**src/rtl/id_ex_stage_pkg.sv**
```systemverilog
// Shared definitions for the ID/EX stage: ALUOp encodings, control-bundle layout
// and the opcodes the decoder in front of this stage understands.
package id_ex_stage_pkg;

    localparam logic [1:0] ALUOP_ADD   = 2'b00;
    localparam logic [1:0] ALUOP_SUB   = 2'b01;
    localparam logic [1:0] ALUOP_RTYPE = 2'b10;

    localparam int CTRL_W         = 8;
    localparam int CTRL_REGDST    = 0;
    localparam int CTRL_ALUSRC    = 1;
    localparam int CTRL_ALUOP_LSB = 2;
    localparam int CTRL_ALUOP_MSB = 3;
    localparam int CTRL_MEMRD     = 4;
    localparam int CTRL_MEMWR     = 5;
    localparam int CTRL_MEMTOREG  = 6;
    localparam int CTRL_REGWRITE  = 7;

    localparam logic [5:0] OP_RTYPE = 6'h00;
    localparam logic [5:0] OP_ADDI  = 6'h08;
    localparam logic [5:0] OP_LW    = 6'h23;
    localparam logic [5:0] OP_SW    = 6'h2b;
    localparam logic [5:0] OP_BEQ   = 6'h04;
    localparam logic [5:0] OP_J     = 6'h02;

    function automatic logic [CTRL_W-1:0] pack_ctrl(
        input logic       reg_dst,
        input logic       alu_src,
        input logic [1:0] alu_op,
        input logic       mem_rd,
        input logic       mem_wr,
        input logic       mem_to_reg,
        input logic       reg_write
    );
        logic [CTRL_W-1:0] c;
        c = {CTRL_W{1'b0}};
        c[CTRL_REGDST]                   = reg_dst;
        c[CTRL_ALUSRC]                   = alu_src;
        c[CTRL_ALUOP_MSB:CTRL_ALUOP_LSB] = alu_op;
        c[CTRL_MEMRD]                    = mem_rd;
        c[CTRL_MEMWR]                    = mem_wr;
        c[CTRL_MEMTOREG]                 = mem_to_reg;
        c[CTRL_REGWRITE]                 = reg_write;
        return c;
    endfunction

endpackage

```
**src/rtl/id_ex_stage_if.sv**
```systemverilog
// Decode-to-execute bundle: decode-side inputs, EX-side registered copies,
// the load-use stall request and the stall counter.
interface id_ex_stage_if #(
    parameter int DATA_W     = 32,
    parameter int REG_ADDR_W = 5,
    parameter int CNT_W      = 16
);
    logic                  RegDst_i;
    logic                  ALUSrc_i;
    logic [1:0]            ALUOp_i;
    logic                  MemRd_i;
    logic                  MemWr_i;
    logic                  MemtoReg_i;
    logic                  RegWrite_i;
    logic [DATA_W-1:0]     pc4_i;
    logic [DATA_W-1:0]     rs_data_i;
    logic [DATA_W-1:0]     rt_data_i;
    logic [DATA_W-1:0]     imm_i;
    logic [REG_ADDR_W-1:0] rs_i;
    logic [REG_ADDR_W-1:0] rt_i;
    logic [REG_ADDR_W-1:0] rd_i;
    logic                  flush_i;

    logic                  stall_o;
    logic                  ex_RegDst_o;
    logic                  ex_ALUSrc_o;
    logic [1:0]            ex_ALUOp_o;
    logic                  ex_MemRd_o;
    logic                  ex_MemWr_o;
    logic                  ex_MemtoReg_o;
    logic                  ex_RegWrite_o;
    logic [DATA_W-1:0]     ex_pc4_o;
    logic [DATA_W-1:0]     ex_rs_data_o;
    logic [DATA_W-1:0]     ex_rt_data_o;
    logic [DATA_W-1:0]     ex_imm_o;
    logic [REG_ADDR_W-1:0] ex_rs_o;
    logic [REG_ADDR_W-1:0] ex_rt_o;
    logic [REG_ADDR_W-1:0] ex_rd_o;
    logic                  ex_valid_o;
    logic [CNT_W-1:0]      stall_cnt_o;

    modport master (
        output RegDst_i, ALUSrc_i, ALUOp_i, MemRd_i, MemWr_i, MemtoReg_i, RegWrite_i,
               pc4_i, rs_data_i, rt_data_i, imm_i, rs_i, rt_i, rd_i, flush_i,
        input  stall_o, ex_RegDst_o, ex_ALUSrc_o, ex_ALUOp_o, ex_MemRd_o, ex_MemWr_o,
               ex_MemtoReg_o, ex_RegWrite_o, ex_pc4_o, ex_rs_data_o, ex_rt_data_o,
               ex_imm_o, ex_rs_o, ex_rt_o, ex_rd_o, ex_valid_o, stall_cnt_o
    );

    modport slave (
        input  RegDst_i, ALUSrc_i, ALUOp_i, MemRd_i, MemWr_i, MemtoReg_i, RegWrite_i,
               pc4_i, rs_data_i, rt_data_i, imm_i, rs_i, rt_i, rd_i, flush_i,
        output stall_o, ex_RegDst_o, ex_ALUSrc_o, ex_ALUOp_o, ex_MemRd_o, ex_MemWr_o,
               ex_MemtoReg_o, ex_RegWrite_o, ex_pc4_o, ex_rs_data_o, ex_rt_data_o,
               ex_imm_o, ex_rs_o, ex_rt_o, ex_rd_o, ex_valid_o, stall_cnt_o
    );
endinterface

```
**src/rtl/id_ex_stage_hazard_detect.sv**
```systemverilog
// Load-use detector: the load in EX targets a register the ID instruction reads.
// rt is always compared, even when the ID instruction does not use it.
module hazard_detect #(
    parameter int REG_ADDR_W = 5
) (
    input  logic                  ex_mem_rd,
    input  logic [REG_ADDR_W-1:0] ex_rt,
    input  logic [REG_ADDR_W-1:0] rs,
    input  logic [REG_ADDR_W-1:0] rt,
    output logic                  hz
);
    // Register $zero never carries a dependency.
    always_comb begin
        hz = ex_mem_rd & (ex_rt != {REG_ADDR_W{1'b0}}) & ((ex_rt == rs) | (ex_rt == rt));
    end
endmodule

```
**src/rtl/id_ex_stage.sv**
```systemverilog
// ID/EX pipeline register with load-use bubble insertion, branch/jump flush
// and a saturating count of stall cycles.
module id_ex_stage
    import id_ex_stage_pkg::*;
#(
    parameter int DATA_W     = 32,
    parameter int REG_ADDR_W = 5,
    parameter int CNT_W      = 16
) (
    input  logic          clk_i,
    input  logic          rst_i,
    id_ex_stage_if.slave  bus
);
    logic [CTRL_W-1:0]     ctrl_in_s;
    logic [CTRL_W-1:0]     ctrl_r;
    logic [DATA_W-1:0]     pc4_r;
    logic [DATA_W-1:0]     rs_data_r;
    logic [DATA_W-1:0]     rt_data_r;
    logic [DATA_W-1:0]     imm_r;
    logic [REG_ADDR_W-1:0] rs_r;
    logic [REG_ADDR_W-1:0] rt_r;
    logic [REG_ADDR_W-1:0] rd_r;
    logic                  valid_r;
    logic [CNT_W-1:0]      stall_cnt_r;
    logic                  hz_s;
    logic                  stall_s;
    logic                  bubble_s;

    hazard_detect #(.REG_ADDR_W(REG_ADDR_W)) u_hazard_detect (
        .ex_mem_rd (ctrl_r[CTRL_MEMRD]),
        .ex_rt     (rt_r),
        .rs        (bus.rs_i),
        .rt        (bus.rt_i),
        .hz        (hz_s)
    );

    // A flushed instruction is discarded anyway, so it never needs a stall.
    always_comb begin
        ctrl_in_s = pack_ctrl(bus.RegDst_i, bus.ALUSrc_i, bus.ALUOp_i, bus.MemRd_i,
                              bus.MemWr_i, bus.MemtoReg_i, bus.RegWrite_i);
        stall_s   = hz_s & ~bus.flush_i;
        bubble_s  = hz_s | bus.flush_i;
    end

    // Register bank: reset, then bubble (flush or load-use), else load the ID slot.
    always_ff @(posedge clk_i) begin
        if (rst_i) begin
            ctrl_r      <= {CTRL_W{1'b0}};
            pc4_r       <= {DATA_W{1'b0}};
            rs_data_r   <= {DATA_W{1'b0}};
            rt_data_r   <= {DATA_W{1'b0}};
            imm_r       <= {DATA_W{1'b0}};
            rs_r        <= {REG_ADDR_W{1'b0}};
            rt_r        <= {REG_ADDR_W{1'b0}};
            rd_r        <= {REG_ADDR_W{1'b0}};
            valid_r     <= 1'b0;
            stall_cnt_r <= {CNT_W{1'b0}};
        end else begin
            if (bubble_s) begin
                ctrl_r    <= {CTRL_W{1'b0}};
                pc4_r     <= {DATA_W{1'b0}};
                rs_data_r <= {DATA_W{1'b0}};
                rt_data_r <= {DATA_W{1'b0}};
                imm_r     <= {DATA_W{1'b0}};
                rs_r      <= {REG_ADDR_W{1'b0}};
                rt_r      <= {REG_ADDR_W{1'b0}};
                rd_r      <= {REG_ADDR_W{1'b0}};
                valid_r   <= 1'b0;
            end else begin
                ctrl_r    <= ctrl_in_s;
                pc4_r     <= bus.pc4_i;
                rs_data_r <= bus.rs_data_i;
                rt_data_r <= bus.rt_data_i;
                imm_r     <= bus.imm_i;
                rs_r      <= bus.rs_i;
                rt_r      <= bus.rt_i;
                rd_r      <= bus.rd_i;
                valid_r   <= 1'b1;
            end
            if (stall_s && (stall_cnt_r != {CNT_W{1'b1}})) begin
                stall_cnt_r <= stall_cnt_r + {{(CNT_W-1){1'b0}}, 1'b1};
            end else begin
                stall_cnt_r <= stall_cnt_r;
            end
        end
    end

    assign bus.stall_o       = stall_s;
    assign bus.ex_RegDst_o   = ctrl_r[CTRL_REGDST];
    assign bus.ex_ALUSrc_o   = ctrl_r[CTRL_ALUSRC];
    assign bus.ex_ALUOp_o    = ctrl_r[CTRL_ALUOP_MSB:CTRL_ALUOP_LSB];
    assign bus.ex_MemRd_o    = ctrl_r[CTRL_MEMRD];
    assign bus.ex_MemWr_o    = ctrl_r[CTRL_MEMWR];
    assign bus.ex_MemtoReg_o = ctrl_r[CTRL_MEMTOREG];
    assign bus.ex_RegWrite_o = ctrl_r[CTRL_REGWRITE];
    assign bus.ex_pc4_o      = pc4_r;
    assign bus.ex_rs_data_o  = rs_data_r;
    assign bus.ex_rt_data_o  = rt_data_r;
    assign bus.ex_imm_o      = imm_r;
    assign bus.ex_rs_o       = rs_r;
    assign bus.ex_rt_o       = rt_r;
    assign bus.ex_rd_o       = rd_r;
    assign bus.ex_valid_o    = valid_r;
    assign bus.stall_cnt_o   = stall_cnt_r;

endmodule
```
**src/flat_wrapper.sv**
```systemverilog
// flat-port wrapper written by rule: the top's interface ports become plain ports
module id_ex_stage_flat import id_ex_stage_pkg::*;
#(
    parameter int DATA_W     = 32,
    parameter int REG_ADDR_W = 5,
    parameter int CNT_W      = 16
)
  (clk_i, rst_i, bus_RegDst_i, bus_ALUSrc_i, bus_ALUOp_i, bus_MemRd_i, bus_MemWr_i, bus_MemtoReg_i, bus_RegWrite_i, bus_pc4_i, bus_rs_data_i, bus_rt_data_i, bus_imm_i, bus_rs_i, bus_rt_i, bus_rd_i, bus_flush_i, bus_stall_o, bus_ex_RegDst_o, bus_ex_ALUSrc_o, bus_ex_ALUOp_o, bus_ex_MemRd_o, bus_ex_MemWr_o, bus_ex_MemtoReg_o, bus_ex_RegWrite_o, bus_ex_pc4_o, bus_ex_rs_data_o, bus_ex_rt_data_o, bus_ex_imm_o, bus_ex_rs_o, bus_ex_rt_o, bus_ex_rd_o, bus_ex_valid_o, bus_stall_cnt_o);
  id_ex_stage_if #(.DATA_W(DATA_W), .REG_ADDR_W(REG_ADDR_W), .CNT_W(CNT_W)) bus_i ();
  input  logic clk_i;
  input  logic rst_i;
  input wire logic [$bits(bus_i.RegDst_i)-1:0] bus_RegDst_i;
  input wire logic [$bits(bus_i.ALUSrc_i)-1:0] bus_ALUSrc_i;
  input wire logic [$bits(bus_i.ALUOp_i)-1:0] bus_ALUOp_i;
  input wire logic [$bits(bus_i.MemRd_i)-1:0] bus_MemRd_i;
  input wire logic [$bits(bus_i.MemWr_i)-1:0] bus_MemWr_i;
  input wire logic [$bits(bus_i.MemtoReg_i)-1:0] bus_MemtoReg_i;
  input wire logic [$bits(bus_i.RegWrite_i)-1:0] bus_RegWrite_i;
  input wire logic [$bits(bus_i.pc4_i)-1:0] bus_pc4_i;
  input wire logic [$bits(bus_i.rs_data_i)-1:0] bus_rs_data_i;
  input wire logic [$bits(bus_i.rt_data_i)-1:0] bus_rt_data_i;
  input wire logic [$bits(bus_i.imm_i)-1:0] bus_imm_i;
  input wire logic [$bits(bus_i.rs_i)-1:0] bus_rs_i;
  input wire logic [$bits(bus_i.rt_i)-1:0] bus_rt_i;
  input wire logic [$bits(bus_i.rd_i)-1:0] bus_rd_i;
  input wire logic [$bits(bus_i.flush_i)-1:0] bus_flush_i;
  output wire logic [$bits(bus_i.stall_o)-1:0] bus_stall_o;
  output wire logic [$bits(bus_i.ex_RegDst_o)-1:0] bus_ex_RegDst_o;
  output wire logic [$bits(bus_i.ex_ALUSrc_o)-1:0] bus_ex_ALUSrc_o;
  output wire logic [$bits(bus_i.ex_ALUOp_o)-1:0] bus_ex_ALUOp_o;
  output wire logic [$bits(bus_i.ex_MemRd_o)-1:0] bus_ex_MemRd_o;
  output wire logic [$bits(bus_i.ex_MemWr_o)-1:0] bus_ex_MemWr_o;
  output wire logic [$bits(bus_i.ex_MemtoReg_o)-1:0] bus_ex_MemtoReg_o;
  output wire logic [$bits(bus_i.ex_RegWrite_o)-1:0] bus_ex_RegWrite_o;
  output wire logic [$bits(bus_i.ex_pc4_o)-1:0] bus_ex_pc4_o;
  output wire logic [$bits(bus_i.ex_rs_data_o)-1:0] bus_ex_rs_data_o;
  output wire logic [$bits(bus_i.ex_rt_data_o)-1:0] bus_ex_rt_data_o;
  output wire logic [$bits(bus_i.ex_imm_o)-1:0] bus_ex_imm_o;
  output wire logic [$bits(bus_i.ex_rs_o)-1:0] bus_ex_rs_o;
  output wire logic [$bits(bus_i.ex_rt_o)-1:0] bus_ex_rt_o;
  output wire logic [$bits(bus_i.ex_rd_o)-1:0] bus_ex_rd_o;
  output wire logic [$bits(bus_i.ex_valid_o)-1:0] bus_ex_valid_o;
  output wire logic [$bits(bus_i.stall_cnt_o)-1:0] bus_stall_cnt_o;
  assign bus_i.RegDst_i = bus_RegDst_i;
  assign bus_i.ALUSrc_i = bus_ALUSrc_i;
  assign bus_i.ALUOp_i = bus_ALUOp_i;
  assign bus_i.MemRd_i = bus_MemRd_i;
  assign bus_i.MemWr_i = bus_MemWr_i;
  assign bus_i.MemtoReg_i = bus_MemtoReg_i;
  assign bus_i.RegWrite_i = bus_RegWrite_i;
  assign bus_i.pc4_i = bus_pc4_i;
  assign bus_i.rs_data_i = bus_rs_data_i;
  assign bus_i.rt_data_i = bus_rt_data_i;
  assign bus_i.imm_i = bus_imm_i;
  assign bus_i.rs_i = bus_rs_i;
  assign bus_i.rt_i = bus_rt_i;
  assign bus_i.rd_i = bus_rd_i;
  assign bus_i.flush_i = bus_flush_i;
  assign bus_stall_o = bus_i.stall_o;
  assign bus_ex_RegDst_o = bus_i.ex_RegDst_o;
  assign bus_ex_ALUSrc_o = bus_i.ex_ALUSrc_o;
  assign bus_ex_ALUOp_o = bus_i.ex_ALUOp_o;
  assign bus_ex_MemRd_o = bus_i.ex_MemRd_o;
  assign bus_ex_MemWr_o = bus_i.ex_MemWr_o;
  assign bus_ex_MemtoReg_o = bus_i.ex_MemtoReg_o;
  assign bus_ex_RegWrite_o = bus_i.ex_RegWrite_o;
  assign bus_ex_pc4_o = bus_i.ex_pc4_o;
  assign bus_ex_rs_data_o = bus_i.ex_rs_data_o;
  assign bus_ex_rt_data_o = bus_i.ex_rt_data_o;
  assign bus_ex_imm_o = bus_i.ex_imm_o;
  assign bus_ex_rs_o = bus_i.ex_rs_o;
  assign bus_ex_rt_o = bus_i.ex_rt_o;
  assign bus_ex_rd_o = bus_i.ex_rd_o;
  assign bus_ex_valid_o = bus_i.ex_valid_o;
  assign bus_stall_cnt_o = bus_i.stall_cnt_o;
  id_ex_stage #(.DATA_W(DATA_W), .REG_ADDR_W(REG_ADDR_W), .CNT_W(CNT_W)) u_core (.clk_i(clk_i), .rst_i(rst_i), .bus(bus_i));
endmodule
```
**config.mk**
```make
export PLATFORM = sky130hd
export DESIGN_NAME = id_ex_stage_flat
export DESIGN_NICKNAME = d
export VERILOG_FILES = /design/src/rtl/id_ex_stage_pkg.sv /design/src/rtl/id_ex_stage_if.sv /design/src/rtl/id_ex_stage_hazard_detect.sv /design/src/rtl/id_ex_stage.sv /design/src/flat_wrapper.sv
export SDC_FILE = /design/constraint.sdc
export NUM_CORES = 1
export LEC_CHECK = 0
export BUFFER_PORTS_ARGS = -buffer_cell sky130_fd_sc_hd__buf_2
export CAP_MARGIN = 15
export CORE_MARGIN = 8
export CORE_UTILIZATION = 38
export DETAILED_ROUTE_END_ITERATION = 6
export PLACE_DENSITY = 0.75
export SYNTH_ARGS = -nofsm -noshare
export SYNTH_HDL_FRONTEND = slang
export SYNTH_SLANG_ARGS = --single-unit
```
**constraint.sdc**
```tcl
create_clock -name clk_i -period 2 [get_ports clk_i]
set_input_delay 0 -clock clk_i [delete_from_list [all_inputs] [get_ports clk_i]]
set_output_delay 0 -clock clk_i [all_outputs]
set_load 0.01 [all_outputs]
```
==> reports/metrics.csv, run 1 <==
metric,value,unit
status,finished with violations,
violations,negative setup slack,
ios,323,
grt_start_max_net_pins,65,
grt_busiest_layer,met2,
endpoint_kind,flip-flop,
detail_route.drc_violations,0,
ys_seq_area_frac,0.649,
synthCells,457,
cts_buffer_depth,2,
crit_type,flip-flop to flip-flop,
finalHoldViolCount,0,
core-area,0.0133,mm^2
drt-wirelength-per-cell,17.6,um
grtUsageTotal,0.222,
routed_wl,20300,um
setup_tns,-0.00171,ns
layout_min_cycle_time,2.00,ns
required,2.36,ns
use_met2,0.398,
antenna_left,0,
max-slew-margin-rel,0.656,
htree_num_levels,4,
setup_viol,1,
antenna_found_initial,7,
synth_area_leader_cell,dfxtp_1,
vdd_drop_max,0.000644,V
dr.pass1.iters,4,
synthArstFlopShare,0,
synth_area,0.00518,mm^2
die_y,133,um
fp-row-count,42,
total_power,7.41,mW
grt-ovfl-total,0,
path_max_fanout,44,
ys_ff_latch,168,
drive_gt1_frac,0.423,
cts_root_buf,clkbuf_16,
syn_area_per_cell,11.3,um^2
grt_util_met3,0.0878,
numCtsBuffers,17,
yosysWarnings,0,
clk_latency,0.42,ns
path_clk_slew,0.07,ns
yosysUniqueCellTypes,37,
final.setup_skew,0.0124,ns
hpwl,12600,um
p_per_area,792,mW/mm^2
grt_pass1_wl,30900,um
area_delta_synth_final,80.6,%
nFillCells,887,
cts.sinks,168,
initial_core_util,0.390,
portBuffers,322,
worstMarginPinSlew,0.516,ns
fin_ws,-0.00171,ns
cts_tree,yes,
synth_edf_count,0,
dieArea,0.0176,mm^2
synth_top_area_frac,0.649,
holdWs,0.0614,ns
startpoint_type,flip-flop,
grt_pass1_vias,5660,
ys.flop_type,dfxtp_1,
final_nets,1111,
rsz0062_at_grt,yes,
via_per_inst,4.49,
via_count,5181,
gp_congestion,0.810,
dieWidth,133,um
synth_nets,612,
fmaxAchievable,0.500,GHz
drv_slew,0,
met1_usage,0.218,
hold_path_class,primary input to flip-flop,
synth.area.top_cells,"dfxtp_1 65%, and2_1 18%, mux2_2 2.0%",
p_leak,4.55,nW
postLayoutCoreUtil,0.703,
finalCritPeriodShare,1.00,
cp.arrival,2.36,ns
drt-initial-drc-count,186,
maxCapViolations,0,
==> routing by layer <==
layer | vias up | wire (um)
met2 | 254 | 10700
met1 | 2396 | 7220
met3 | 49 | 1800
met5 | - | 0
li1 | 2482 | -
met4 | 0 | 596
==> cell usage after synthesis (all sizes together) (2+ instances only) <==
cell type  number
nand2           5
nand4           6
buf             3
or3             2
o31ai           3
xnor2          10
nor3           10
or4             6
inv             2
nand2b          2
a21oi           5
nor4            6
nor2b           8
nand3          10
o21ai           2
clkbuf         21
and2          151
nor2           14
mux2            9
dfxtp         168
==> sequential cells by signal, indices dropped and copies added (netlist names) <==
name                     flops
u_core.bus.ex_imm_o         32
u_core.bus.ex_valid_o        1
u_core.bus.ex_rd_o           5
u_core.bus.ex_rt_data_o     32
u_core.bus.stall_cnt_o      16
u_core.bus.ex_pc4_o         32
u_core.bus.ex_rt_o           5
u_core.bus.ex_rs_data_o     32
u_core.ctrl_r                8
u_core.bus.ex_rs_o           5
==> timing repair <==
action / CTS / global route
hold buffers: 151 / 0
resized for setup: 1 / 13
buffers inserted: 2 / 0
cloned: 1 / 2
pin swaps: 1 / 1
hold endpoints to repair: 151 / 0
endpoints found under the setup margin: 90 / 75
==> critical path, stage by stage (launching register included) <==
cell,delay (ns)
dfxtp_2,0.34
or4_4,0.54
o21a_4,0.24
a211oi_4,0.23
buf_6,0.19
buf_12,0.19
and2_1,0.18
==> power by group <==
group	internal, mW	switching [mW]	total [mW]
clock	1.66	1.40	3.06
sequential	3.47	0.0406	3.51
combinational	0.492	0.344	0.836
total	5.62	1.79	7.41
==> worst paths after layout <==
| check | slack [ns] | from | end | depth (start not counted) |
|---|---|---|---|---|
| max | -0.002 | u_core.bus.ex_rt_o[0] | u_core.bus.ex_imm_o[12] | 6 |
| min | 0.06 | rst_i | u_core.bus.stall_cnt_o[8] | 2 |
| max reg2reg | -0.002 | u_core.bus.ex_rt_o[0] | u_core.bus.ex_imm_o[12] | 6 |
| min reg2reg | 0.54 | u_core.bus.stall_cnt_o[14] | u_core.bus.stall_cnt_o[14] | 2 |
==> layout make-up <==
type,instances,area (um^2),share of cell area
Timing Repair Buffer,504,3450,0.369
Sequential cell,168,3370,0.360
Multi-Input combinational cell,263,1730,0.185
Clock buffer,19,443,0.0474
Tap cell,176,220,0.0235
Clock inverter,13,116,0.0124
Antenna cell,8,20.0,0.00214
Inverter,2,7.51,0.000803
==> through the flow <==
step | cell area (um^2) | cells | worst slack, ns
finish | 9350 | 1153 | -0.00171
global route | 9350 | 1152 | -0.0470
CTS | 9240 | 1143 | 0.00664
detailed placement | 7120 | 957 | -0.0293
global placement | 7120 | 957 | 0.00255
floorplan | 5180 | 457 | 0.00534
==> placed cells by master (no fill, tap or decap), drive strengths merged, types with 2 or more instances in the layout <==
cell type / count
a21oi: 5
and2: 151
buf: 351
clkbuf: 21
clkinv: 6
clkinvlp: 3
dfxtp: 168
diode: 8
dlygate4sd3: 151
inv: 6
mux2: 9
nand2: 5
nand2b: 2
nand3: 10
nand4: 6
nor2: 14
nor2b: 8
nor3: 10
nor4: 6
o21ai: 2
o31ai: 3
or3: 2
or4: 6
xnor2: 10
==> cells by family after synthesis <==
| logic type | Yosys count | share of synthesized area |
|---|---|---|
| AO/OA/AOI/OAI | 17 | 0.0254 |
| multiplexers | 10 | 0.0215 |
| buffers and inverters | 26 | 0.0227 |
| AND/OR/NAND/NOR | 225 | 0.262 |
| adder cells (fa/ha/maj) | 1 | 0.00242 |
| XOR/XNOR | 10 | 0.0169 |
| flip-flops | 168 | 0.649 |
(Power assumes the default switching activity.)
==> inputs of run 2 (changes only) <==
--- a/config.mk
+++ b/config.mk
@@ -7,10 +7,12 @@
 export LEC_CHECK = 0
 export BUFFER_PORTS_ARGS = -buffer_cell sky130_fd_sc_hd__buf_2
 export CAP_MARGIN = 15
+export CELL_PAD_IN_SITES_DETAIL_PLACEMENT = 1
+export CELL_PAD_IN_SITES_GLOBAL_PLACEMENT = 2
 export CORE_MARGIN = 8
-export CORE_UTILIZATION = 38
+export CORE_UTILIZATION = 21
 export DETAILED_ROUTE_END_ITERATION = 6
-export PLACE_DENSITY = 0.75
+export PLACE_DENSITY_LB_ADDON = 0.1
 export SYNTH_ARGS = -nofsm -noshare
 export SYNTH_HDL_FRONTEND = slang
 export SYNTH_SLANG_ARGS = --single-unit
==> reports/metrics.csv, run 2 (same netlist as run 1, synthesis figures left out) <==
metric,value,unit
status,"complete, no violations",
die_y,173,um
rr_worst_depth,7,
cp.arrival,2.35,ns
ios,323,
initial_core_util,0.214,
rsz0062_at_grt,yes,
antenna_left,0,
nFillCells,2792,
cts.sinks,168,
total_power,7.58,mW
seqPwrFrac,0.462,
maxCapViolations,0,
htree_num_levels,4,
slowest_delay,0.43,ns
holdWs,0.211,ns
r2r-start,u_core.bus.ex_rt_o[4],
required,2.37,ns
cts_root_buf,clkbuf_16,
finalCritPeriodShare,0.994,
layout_min_cycle_time,1.99,ns
gp_congestion,0.778,
path_max_fanout,16,
crit_chain,"buf_4, or4_4, o21a_4, a211oi_4, buf_6, clkbuf_16, and2_1",
numCtsBuffers,17,
fp-row-count,57,
grt_pass1_vias,5790,
use_met2,0.266,
p_leak,4.68,nW
critPathSlowestCell,or4_4,
min_from,bus_flush_i,
max-slew-margin-rel,0.712,
cts_buffer_depth,2,
startpoint_type,flip-flop,
drv_slew,0,
grt_util_met3,0.0632,
vdd_drop_max,0.000438,V
holdPathStages,3,
routed_wl,22700,um
grtUsageTotal,0.148,
drt-wirelength-per-cell,17.3,um
grt-ovfl-total,0,
grt_start_max_net_pins,34,
detail_route.drc_violations,0,
met1_usage,0.153,
final_common_cell,buf_2,
worstMarginPinSlew,0.431,ns
grt_pass1_wl,34300,um
dieWidth,173,um
path_clk_slew,0.07,ns
drive_gt1_frac,0.438,
portBuffers,322,
cts_tree,yes,
fmaxAchievable,0.503,GHz
antenna_found_initial,1,
clk_latency,0.43,ns
worstHoldEndpoint,u_core.bus.stall_cnt_o[0],
dp.cells,1120,
endpoint_kind,flip-flop,
final_cells,1312,
pwr-share-clk,0.421,
finalHoldViolCount,0,
mostFrequentLayoutCells,"322 x buf_2, 161 x dfxtp_1, 152 x dlygate4sd3_1",
core-area,0.0242,mm^2
dr.pass1.iters,4,
hpwl,16000,um
r2r_slack,0.01,ns
dieArea,0.0299,mm^2
crit_type,flip-flop to flip-flop,
via_per_inst,3.91,
area_delta_synth_final,88.2,%
power_switching_share,0.255,
postLayoutCoreUtil,0.402,
r2r_end,u_core.bus.ex_imm_o[19],
via_count,5127,
power_frac_comb,0.117,
intPower,5.65,mW
setup_viol,0,
drt-initial-drc-count,135,
final.setup_skew,0.0151,ns
switchingPower,1.93,mW
hold_path_class,primary input to flip-flop,
final_nets,1128,
grt_busiest_layer,met2,
p_per_area,778,mW/mm^2
[run 2: critical path: cells and delay by family (launching register included)]
| kind | cells | cell delay (ns) |
|---|---|---|
| AO/OA/AOI/OAI | 2 | 0.49 |
| buffers and inverters | 3 | 0.54 |
| AND/OR/NAND/NOR | 2 | 0.56 |
| flip-flops | 1 | 0.34 |
[run 2: power groups by stage]
stage | clock (mW) | sequential [mW] | combinational [mW]
after floorplan | 0 | 3.65 | 0.162
after global placement | 0 | 3.58 | 0.595
after detailed placement | 0 | 3.58 | 0.599
after CTS | 3.33 | 3.50 | 0.852
after global routing | 3.48 | 3.52 | 0.959
final | 3.19 | 3.51 | 0.885
[run 2: metrics by stage]
step | area [um^2] | setup slack (ns) | TNS [ns]
after floorplan | 5180 | 0.00534 | 0
after global placement | 7470 | -0.0179 | -0.550
after detailed placement | 7470 | -0.0757 | -0.739
after CTS | 9570 | -0.0117 | -0.0117
after global routing | 9740 | -0.0558 | -2.88
final | 9740 | 0.0127 | 0
[run 2: worst max-delay path by stage]
stage	start	to	slack [ns]	cells after the start
floorplan	u_core.bus.stall_cnt_o[4]	u_core.bus.stall_cnt_o[9]	0.005	5
global placement	u_core.bus.ex_rt_o[0]	u_core.bus.ex_imm_o[28]	-0.02	6
detailed placement	u_core.bus.stall_cnt_o[0]	u_core.bus.stall_cnt_o[9]	-0.08	6
CTS	u_core.bus.stall_cnt_o[0]	u_core.bus.stall_cnt_o[9]	-0.01	6
global route	u_core.bus.ex_rt_o[4]	u_core.bus.ex_imm_o[19]	-0.06	7
finish	u_core.bus.ex_rt_o[4]	u_core.bus.ex_imm_o[19]	0.01	7
[run 2: per-layer routing]
layer | vias up | part of all wire
met3 | 20 | 0.080
met4 | 0 | 0.014
li1 | 2515 | -
met5 | - | 0
met2 | 209 | 0.52
met1 | 2383 | 0.39
[run 2: area by class of cell]
cell class	count	area (um^2)	share of cell area
repair buffers	521	3650	0.374
well taps	324	405	0.0416
clock buffers	19	433	0.0444
multi-input cells	263	1750	0.180
diodes	2	5.00	0.000514
inverters	2	7.51	0.000770
clock inverters	13	125	0.0128
flip-flops and latches	168	3370	0.346
[run 2: timing repair]
item	4_1_cts	5_1_grt
setup endpoints to repair	86	90
hold endpoints to repair	154	0
cloned	0	4
hold buffers	152	0
pin swaps	1	5
setup buffers	0	2
gates resized for setup	9	16
==> inputs of run 3 (changes only) <==
==> constraint.sdc (replaced) <==
create_clock -name clk_i -period 2 [get_ports clk_i]
set_input_delay 0.4 -clock clk_i [delete_from_list [all_inputs] [get_ports clk_i]]
set_output_delay 0.4 -clock clk_i [all_outputs]
set_load 0.01 [all_outputs]
==> reports/metrics.csv, run 3 (same netlist as run 1, synthesis figures left out) <==
metric,value,unit
fmaxAchievable,0.459,GHz
grt_pass1_wl,30300,um
finalCritPeriodShare,1.09,
required,1.60,ns
drive_gt1_frac,0.522,
startpoint_type,flip-flop,
dieArea,0.0299,mm^2
cts.sinks,168,
numCtsBuffers,17,
htree_num_levels,4,
dpl_worst_slack,-0.0818,ns
via_per_inst,3.90,
maxCapViolations,0,
nFillCells,2804,
power_switching_share,0.247,
final_common_cell,buf_2,
cts_buffer_depth,2,
cp.arrival,1.78,ns
p_per_area,901,mW/mm^2
routed_wl,19900,um
setup_viol,154,
violations,negative setup slack,
mostFrequentLayoutCells,"322 x buf_2, 161 x dfxtp_1, 151 x and2_1",
cts_root_buf,clkbuf_16,
path_max_fanout,4,
seqPwrFrac,0.470,
switchingPower,1.84,mW
dr.pass1.iters,4,
endpoint_kind,output port,
dp.cells,1115,
initial_core_util,0.214,
antenna_found_initial,3,
cts_hold_buf,0,
clk_latency,0.42,ns
grt_start_max_net_pins,34,
pwr-share-clk,0.445,
worstMarginPinSlew,0.439,ns
multi_input_area,0.00179,mm^2
finalHoldViolCount,0,
drt-initial-drc-count,146,
fin_area,0.00827,mm^2
area_delta_synth_final,59.7,%
rr_worst_depth,12,
core-area,0.0242,mm^2
cts_tree,yes,
grtUsageTotal,0.131,
power_frac_comb,0.085,
fin_ws,-0.177,ns
final_nets,974,
intPower,5.61,mW
ff_latch_area,0.00338,mm^2
postLayoutCoreUtil,0.341,
grt-ovfl-total,0,
max-slew-margin-rel,0.708,
dieWidth,173,um
crit_path_start,u_core.bus.ex_rt_o[4],
final.setup_skew,0.0130,ns
drv_slew,0,
r2r-start,u_core.bus.ex_rt_o[3],
portBuffers,322,
p_leak,4.08,nW
hold_path_class,primary input to flip-flop,
detail_route.drc_violations,0,
via_count,4507,
status,finished with violations,
r2r_slack,-0.12,ns
drt-wirelength-per-cell,17.2,um
crit_type,flip-flop to output port,
endpoint,bus_stall_o,
layout_min_cycle_time,2.18,ns
final_cells,1156,
gp_congestion,0.756,
path_clk_slew,0.07,ns
die_y,173,um
r2r_end,u_core.bus.ex_imm_o[17],
antenna_left,0,
rsz0062_at_grt,yes,
hpwl,15800,um
vdd_drop_max,0.000578,V
grt_pass1_vias,4944,
fp-row-count,57,
setup_tns,-15.00,ns
place_area,0.00746,mm^2
ios,323,
run 3: changes by cell type in the layout (fill, tap and decap cells not counted), moves of 2 or more:
cell	change
dlygate4sd3_1	-152
and2_4	-9
xnor2_1	-7
and2_1	+9
xnor2_2	+7
buf_12	+2
clkbuf_1	-2
dfxtp_2	-4
clkbuf_16	-4
dfxtp_4	+4
run 3: per-stage QoR:
stage	total power, mW	hold slack, ns
6_report	7.45	0.168
5_1_grt	7.83	0.142
4_1_cts	7.62	0.139
3_5_place_dp	4.18	0.531
3_3_place_gp	4.18	0.515
2_1_floorplan	3.81	0.499
run 3: worst max-delay path, stage by stage (launching register included):
cell and delay (ns):
dfxtp_4 0.37, or4_4 0.53, o21ai_2 0.14, buf_6 0.13, nor3_4 0.03, buf_2 0.15
run 3: worst min path at each step:
stage	start	to	slack [ns]	depth (start not counted)
5_1_grt	bus_rt_data_i[20]	u_core.bus.ex_rt_data_o[20]	0.14	2
3_3_place_gp	u_core.bus.stall_cnt_o[14]	u_core.bus.stall_cnt_o[14]	0.51	2
4_1_cts	bus_rt_data_i[22]	u_core.bus.ex_rt_data_o[22]	0.14	2
6_report	bus_rt_data_i[22]	u_core.bus.ex_rt_data_o[22]	0.17	2
2_1_floorplan	u_core.bus.stall_cnt_o[0]	u_core.bus.stall_cnt_o[0]	0.50	2
3_5_place_dp	u_core.bus.stall_cnt_o[14]	u_core.bus.stall_cnt_o[14]	0.53	2
run 3: area by class of cell:
| cell class | instances | area share |
|---|---|---|
| Timing Repair Buffer | 367 | 0.252 |
| Antenna cell | 1 | 0.000303 |
| Multi-Input combinational cell | 263 | 0.217 |
| Clock buffer | 18 | 0.0531 |
| Clock inverter | 13 | 0.0185 |
| Sequential cell | 168 | 0.409 |
| Tap cell | 324 | 0.0490 |
| Inverter | 2 | 0.000908 |
run 3: timing repair:
| item | 4_1_cts | 5_1_grt |
|---|---|---|
| resized for setup | 16 | 14 |
| setup buffers | 6 | 2 |
| gates cloned | 1 | 0 |
| endpoints found under the setup margin | 74 | 169 |
| pin swaps | 4 | 5 |
run 3: layer usage:
layer / routed length, um / GRT usage / up-vias / part of all wire
met1: 7440 / 0.131 / 2085 / 0.37
met5: 27 / 0 / - / 0.0014
li1: - / - / 2193 / -
met2: 10100 / 0.235 / 203 / 0.51
met3: 2000 / 0.0656 / 22 / 0.10
met4: 306 / 0.0424 / 4 / 0.015
run 3: power by group through the flow:
stage	clock (mW)	combinational, mW	sequential (mW)
global placement	0	0.598	3.58
detailed placement	0	0.603	3.58
global route	3.62	0.695	3.51
finish	3.32	0.631	3.50
CTS	3.48	0.635	3.50
floorplan	0	0.162	3.65
